==> config.mk <==
export PLATFORM = sky130hd
export DESIGN_NAME = mem_arbiter_rr
export DESIGN_NICKNAME = d
export VERILOG_FILES = /design/src/rtl/mem_arbiter_rr.sv
export SDC_FILE = /design/constraint.sdc
export NUM_CORES = 1
export LEC_CHECK = 0
export ABC_AREA = 1
export CAP_MARGIN = 20
export CELL_PAD_IN_SITES_DETAIL_PLACEMENT = 1
export CELL_PAD_IN_SITES_GLOBAL_PLACEMENT = 1
export CORE_UTILIZATION = 30
export DETAILED_ROUTE_END_ITERATION = 8
export GPL_TIMING_DRIVEN = 0
export PLACE_DENSITY_LB_ADDON = 0.25
export SETUP_SLACK_MARGIN = 0.02
export SLEW_MARGIN = 0
export SYNTH_ARGS = -nofsm -noshare
export SYNTH_HDL_FRONTEND = slang
export SYNTH_SLANG_ARGS = --single-unit
==> constraint.sdc <==
create_clock -name clk -period 3.2 [get_ports clk]
set_clock_uncertainty 0.15 [all_clocks]
set_input_delay 0.48 -clock clk [delete_from_list [all_inputs] [get_ports clk]]
set_output_delay 0.48 -clock clk [all_outputs]
set_load 0.1 [all_outputs]
==> src/rtl/mem_arbiter_rr.sv <==
// Shared-memory arbiter: multiplexes CORE_NUM core ports onto one single-ported
// data memory with round-robin or fixed-priority grants and a programmable read latency.
module mem_arbiter_rr #(
    parameter int WIDTH         = 32,
    parameter int CORE_NUM      = 4,
    parameter int RD_LATENCY    = 1,
    parameter int PRIORITY_MODE = 0,
    localparam int IDX_W        = (CORE_NUM > 1) ? $clog2(CORE_NUM) : 1
) (
    input  logic                      clk,
    input  logic                      rst_n,
    input  logic [CORE_NUM-1:0]       request,
    input  logic [CORE_NUM-1:0]       wren_core,
    input  logic [CORE_NUM*WIDTH-1:0] address_in_core,
    input  logic [CORE_NUM*WIDTH-1:0] data_in_core,
    output logic [CORE_NUM*WIDTH-1:0] data_out_core,
    output logic [CORE_NUM-1:0]       response,
    output logic [WIDTH-1:0]          address,
    output logic [WIDTH-1:0]          data_write,
    output logic                      wren,
    input  logic [WIDTH-1:0]          data_read,
    output logic [IDX_W-1:0]          grant_idx,
    output logic                      busy
);

    typedef enum logic [1:0] {
        IDLE,
        ISSUE,
        WAIT,
        RESP
    } state_t;

    state_t           state;
    state_t           state_next;
    logic [IDX_W-1:0] last_grant;
    logic [IDX_W-1:0] winner;
    logic [IDX_W-1:0] sel;
    logic             found;
    logic             is_write;
    logic [3:0]       wait_cnt;
    int               idx;

    always_ff @(posedge clk or negedge rst_n) begin
        if (!rst_n) begin
            state <= IDLE;
        end else begin
            state <= state_next;
        end
    end

    always_comb begin
        state_next = state;
        case (state)
            IDLE:    if (|request) state_next = ISSUE;
            ISSUE:   state_next = is_write ? RESP : WAIT;
            WAIT:    if (wait_cnt == 4'd0) state_next = RESP;
            RESP:    state_next = IDLE;
            default: state_next = IDLE;
        endcase
    end

    // Round-robin search starts one past the last grant; fixed priority always starts at core 0.
    always_comb begin
        winner = '0;
        found  = 1'b0;
        idx    = 0;
        sel    = '0;
        for (int k = 0; k < CORE_NUM; k++) begin
            if (PRIORITY_MODE != 0) begin
                idx = k;
            end else begin
                idx = (int'(last_grant) + 1 + k) % CORE_NUM;
            end
            sel = IDX_W'(idx);
            if (!found && request[sel]) begin
                found  = 1'b1;
                winner = sel;
            end
        end
    end

    always_ff @(posedge clk or negedge rst_n) begin
        if (!rst_n) begin
            last_grant    <= IDX_W'(CORE_NUM - 1);
            grant_idx     <= '0;
            address       <= '0;
            data_write    <= '0;
            wren          <= 1'b0;
            is_write      <= 1'b0;
            wait_cnt      <= '0;
            response      <= '0;
            data_out_core <= '0;
        end else begin
            wren     <= 1'b0;
            response <= '0;
            case (state)
                IDLE: begin
                    if (|request) begin
                        grant_idx  <= winner;
                        last_grant <= winner;
                        address    <= address_in_core[int'(winner)*WIDTH +: WIDTH];
                        data_write <= data_in_core[int'(winner)*WIDTH +: WIDTH];
                        wren       <= wren_core[winner];
                        is_write   <= wren_core[winner];
                    end
                end
                ISSUE: begin
                    if (is_write) begin
                        response[grant_idx] <= 1'b1;
                    end else begin
                        wait_cnt <= 4'(RD_LATENCY - 1);
                    end
                end
                WAIT: begin
                    if (wait_cnt == 4'd0) begin
                        data_out_core[int'(grant_idx)*WIDTH +: WIDTH] <= data_read;
                        response[grant_idx] <= 1'b1;
                    end else begin
                        wait_cnt <= wait_cnt - 4'd1;
                    end
                end
                default: ;
            endcase
        end
    end

    assign busy = (state != IDLE);

endmodule

== Yosys cells after proc, flatten, opt, wreduce, memory -nomap -nowiden ==
Cells that the tools add are included.

* Bits in registers: 208
* Bits in latches: 0
* Memory bits (writable): 0
* Bits in read-only memories: 0
* Bits of input ports: 298
* Output and inout port bits: 200
* Logic and storage cells: 82
* Memories: 0

* Add/subtract/negate cells: 6
* $mul: 0
* Div/mod/pow operators: 0
* Magnitude comparators: 7
* Eq/ne operators: 7
* Shift-type cells: 4
* Multiplexer cells: 32
* Bitwise logic cells: 0
* Reductions and logical operators: 16

{| class="wikitable"
|+ Operator list
! kind !! count
|-
| $shiftx 128x8->32 || 2
|-
| $bwmux 128 || 1
|-
| $shift 32x33->128 const A || 1
|-
| $shiftx 32x33->128 || 1
|-
| $neg 7->33 || 1
|-
| $lt 2x3->1 const B || 6
|-
| $mux 4 || 4
|-
| $pmux 4 s2 || 2
|-
| $mux 1 || 12
|-
| $mux 2 || 6
|-
| $bmux 1 s2 || 5
|-
| $ne 2x2->1 const B || 4
|-
| $pmux 2 s4 || 1
|-
| $add 2x2->2 const B || 3
|-
| $reduce_and 2->1 || 3
|-
| $eq 2x2->1 const B || 2
|-
| $logic_and 1x1->1 || 4
|-
| $logic_not 4->1 || 1
|-
| $reduce_bool 2->1 || 2
|-
| $reduce_or 4->1 || 1
|-
| $sub 4x1->4 const B || 1
|-
| $logic_not 1->1 || 3
|-
| $reduce_and 3->1 || 1
|-
| $add 2x1->2 const B || 1
|-
| other kinds (4) || 4
|}

== Depth between registers and ports, before layout ==
* Depth after elaboration: 17
* Mapped depth: 18
* Gate-level depth less buffers: 15

== Least setup slack after synthesis ==
Ideal clock, no wire load.

* Kind: register -> register
* Start point: register grant_idx[0]
* End point: register data_out_core[75]
* Library setup time: 70 ps
* Arrival time: 3197 ps
* Required time: 2980 ps
* Path slack: -217 ps
* Cell stages (with the launch flop): 13
* Buffers on the path: 4
* Clock period less this slack: 3417 ps
* Path through: dfrtp_1 clkbuf_1 inv_1 clkbuf_1 clkbuf_1 ha_1 inv_1 nor2_1 inv_1 nor2_1 clkbuf_1 nand3_1 nand2_1

* Cells in the longest elaborated chain, start to end: 3
* Elaborated cells on any way between the ends: 4
* Classes of those cells: 1 x add/sub; 2 x shift; 1 x mux

{| class="wikitable"
|+ RTL lines
! element !! line !! source
|-
| start, declared || 22 || <nowiki>output logic [IDX_W-1:0] grant_idx,</nowiki>
|-
| start signal, assigned || 99 || <nowiki>grant_idx <= winner;</nowiki>
|-
| $neg 7->33 (*) || 116 || <nowiki>data_out_core[int'(grant_idx)*WIDTH +: WIDTH] <= data_read;</nowiki>
|-
| $shiftx 32x33->128 or $shift 32x33->128 (tied branches) || 116 ||
|-
| $bwmux 128 (*) || 116 ||
|-
| end signal, assigned by index || 116 ||
|-
| end, declared || 16 || <nowiki>output logic [CORE_NUM*WIDTH-1:0] data_out_core,</nowiki>
|}

Every way passes the cells marked *; elsewhere a longest branch is shown, timed or not.
A chain may end at the register's enable or synchronous reset.

== Worst setup path in the final report ==
* Start point: register grant_idx[0]
* End point: register data_out_core[10]

Same word-level chain as after synthesis.

==> results.tsv <==
metric	value	unit
detailedRoute.firstIterationViolations	663	
maxCapViolations	0	
timing_max_transition_violations_final	0	
dpl.cell_count	2758	
met3_usage	6.58	%
critical_path.slowest_cell	clkbuf_1	
final.setup.tns	0	ns
max_slew.worst_pin.slew	1.16	ns
routabilityCongestion	0.915	
setup_viol	0	
route.antenna.remaining_nets	0	
groute.layer.met1.usage	31.1	%
cts-htree-levels	1	
post-route-min-period	3.00	ns
start_util	30.4	%
instances_no_fill	2814	
timing.hold.ws	0.330	ns
remaining_max_slew_budget_at_the_tightest_pin	22.7	%
grt_max_degree	120	
areaGrowthSynthToFinish	55.4	%
cp-start-kind	flip-flop	
wl	55900	um
netlist_area	0.0121	mm2
grt_setup_unrepaired	false	
top_level_port_count	498	
drive_above_1_share	5.56	%
cells_along_the_critical_path	inv_1 -> clkbuf_2 -> clkbuf_2 -> ha_1 -> inv_1 -> nor2_1 -> clkbuf_1 -> nand3_1 -> nand2_1	
synth_top_cell_by_area	dfrtp_1	
groute.usage.overall	26.9	%
vias	13717	
grt_antenna_before_repair	14	
grt_busiest_layer	met2	
globalRouteMet2Util	46.8	%
clk_pin_slew_worst_paths	0.06	ns
fin_crit_sh	93.8	%
critical_path_required	3.52	ns
cts_sinks	208	
num_rows	73	
die-height	203	um
post-dp-hpwl	44100	um
hold_path_class	flip-flop to flip-flop	
critical-path-max-stage-delay	0.52	ns
placement.io_buffers	497	
timing.critical_path.arrival	3.32	ns
synth.yosys.seq_area_share	43.2	%
yosys_warnings	0	
ys_types	29	
run_status	finished clean	
mappedNetlistNets	2042	
ctsRootBufferMaster	clkbuf_16	
layout.cells.most_common	nand2_1	
tritoncts	done	
grt_pass1_vias	14553	
fin_area	0.0187	mm2
hold_violations	0	
syn_area_per_cell	6.95	um2
instance_count_of_the_mapped_netlist	1735	
crit_type	flip-flop to flip-flop	
drc	0	
cts_buffer_depth	3	
clock_insertion_delay_worst_skew	0.55	ns
max_clock_freq	333	MHz
design.die.area	0.0410	mm2
first_pass_grt_wire_length	84900	um
post_drt_via_cell_ratio	4.87	
ys_seq_elements	208	
core-area	0.0397	mm2
die_x	203	um
yosys_most_used_dff	dfrtp_1	
drt_pass1_iterations	4	
placed_area	0.0177	mm2
synth.area.top_cells	dfrtp_1, nand2_1, nand3_1	
synth_edf_count	0	
finish.net_count	2570	
congestion_overflow_gr	0	
fill_cells	4947	
critPathCaptureType	flip-flop	
cts_made_buffers	27	
cp_max_fo	12	
ff2ff_setup_slack	0.20	ns
async_reset_ff_share	100	%
route.detailed.wl_per_inst	19.9	um
layout.cells.most_common_list	nand2_1, clkdlybuf4s50_1, nand3_1	
yosysTopAreaCellShare	42.7	%
==> layer usage <==
metal  vias up  routed length [um]
met3       127                3940
met2       493               27200
met5         -                 103
met4        16                2620
li1       6518                   -
met1      6563               22100
==> path summary, 6_finish.rpt <==
kind,from,to,cells after the start
max in group asynchronous,rst_n,address[14]$_DFFE_PN0P_,3
worst max-delay path,grant_idx[0]$_DFFE_PN0P_,data_out_core[10]$_DFFE_PN0P_,9
worst min register to register,address[30]$_DFFE_PN0P_,address[30]$_DFFE_PN0P_,2
worst max register to register,grant_idx[0]$_DFFE_PN0P_,data_out_core[10]$_DFFE_PN0P_,9
worst min-delay path,address[30]$_DFFE_PN0P_,address[30]$_DFFE_PN0P_,2
min in group asynchronous,rst_n,data_out_core[16]$_DFFE_PN0P_,2
==> flip-flops by register name (all words and copies together) (netlist names) <==
name           cells
last_grant         2
wait_cnt           4
address           32
wren               1
is_write           1
state              2
data_write        32
response           4
grant_idx          2
data_out_core    128
==> area by class of cell <==
class / instances / area (um2) / area share (%)
clock buffers: 36 / 759 / 4.05
multi-input cells: 1122 / 5180 / 27.7
well taps: 525 / 657 / 3.50
clock inverters: 13 / 203 / 1.08
diodes: 6 / 15.0 / 0.0801
flip-flops and latches: 208 / 5210 / 27.8
repair buffers: 501 / 5030 / 26.8
inverters: 284 / 1070 / 5.73
plain buffers: 119 / 612 / 3.26
==> critical path: cells and delay by family (launching register included) <==
family,cells,cell delay [ns]
fa+ha+maj,1,0.21
buf+inv,5,1.30
flops,1,0.44
simple gates,3,0.82
==> per-stage QoR <==
step	utilization, %	setup slack, ns
2_1_floorplan	-	0.0574
3_3_place_gp	44.5	-8.56
3_5_place_dp	44.6	-0.884
4_1_cts	47.1	0.0427
5_1_grt	47.2	0.0709
6_report	47.2	0.199
==> what timing repair did <==
action,CTS,global route
hold endpoints to repair,118,0
cloned,0,0
pin swaps,0,0
setup endpoints to repair,128,33
hold buffers,1,0
gates resized for setup,7,6
setup buffers,0,2
==> synth_stat cells, types with 2 or more instances <==
library cell	n
buf_1	2
nor2_1	16
a21oi_1	2
inv_1	280
clkbuf_1	68
o22ai_1	3
dfrtp_1	206
inv_2	3
nor2_4	2
buf_2	28
dfstp_2	2
nand2_1	542
ha_1	9
buf_6	10
nand3_1	328
nand4_1	33
buf_4	13
o21ai_0	137
nand2_2	5
o21a_1	37
==> kinds of logic (layout without fill, tap and decap cells) <==
kind of cell	count (synthesis)	after routing	share of synthesized area [%]
other cells	0	6	0
fa+ha+maj	9	9	0.934
compound gates	182	182	8.48
xor+xnor	2	2	0.145
buf+inv	405	953	14.0
simple gates	929	929	33.3
flops	208	208	43.2
Power is left out: the tool's default activity adds up to more than one toggle a clock period on the data nets, which glitch-free logic cannot reach.
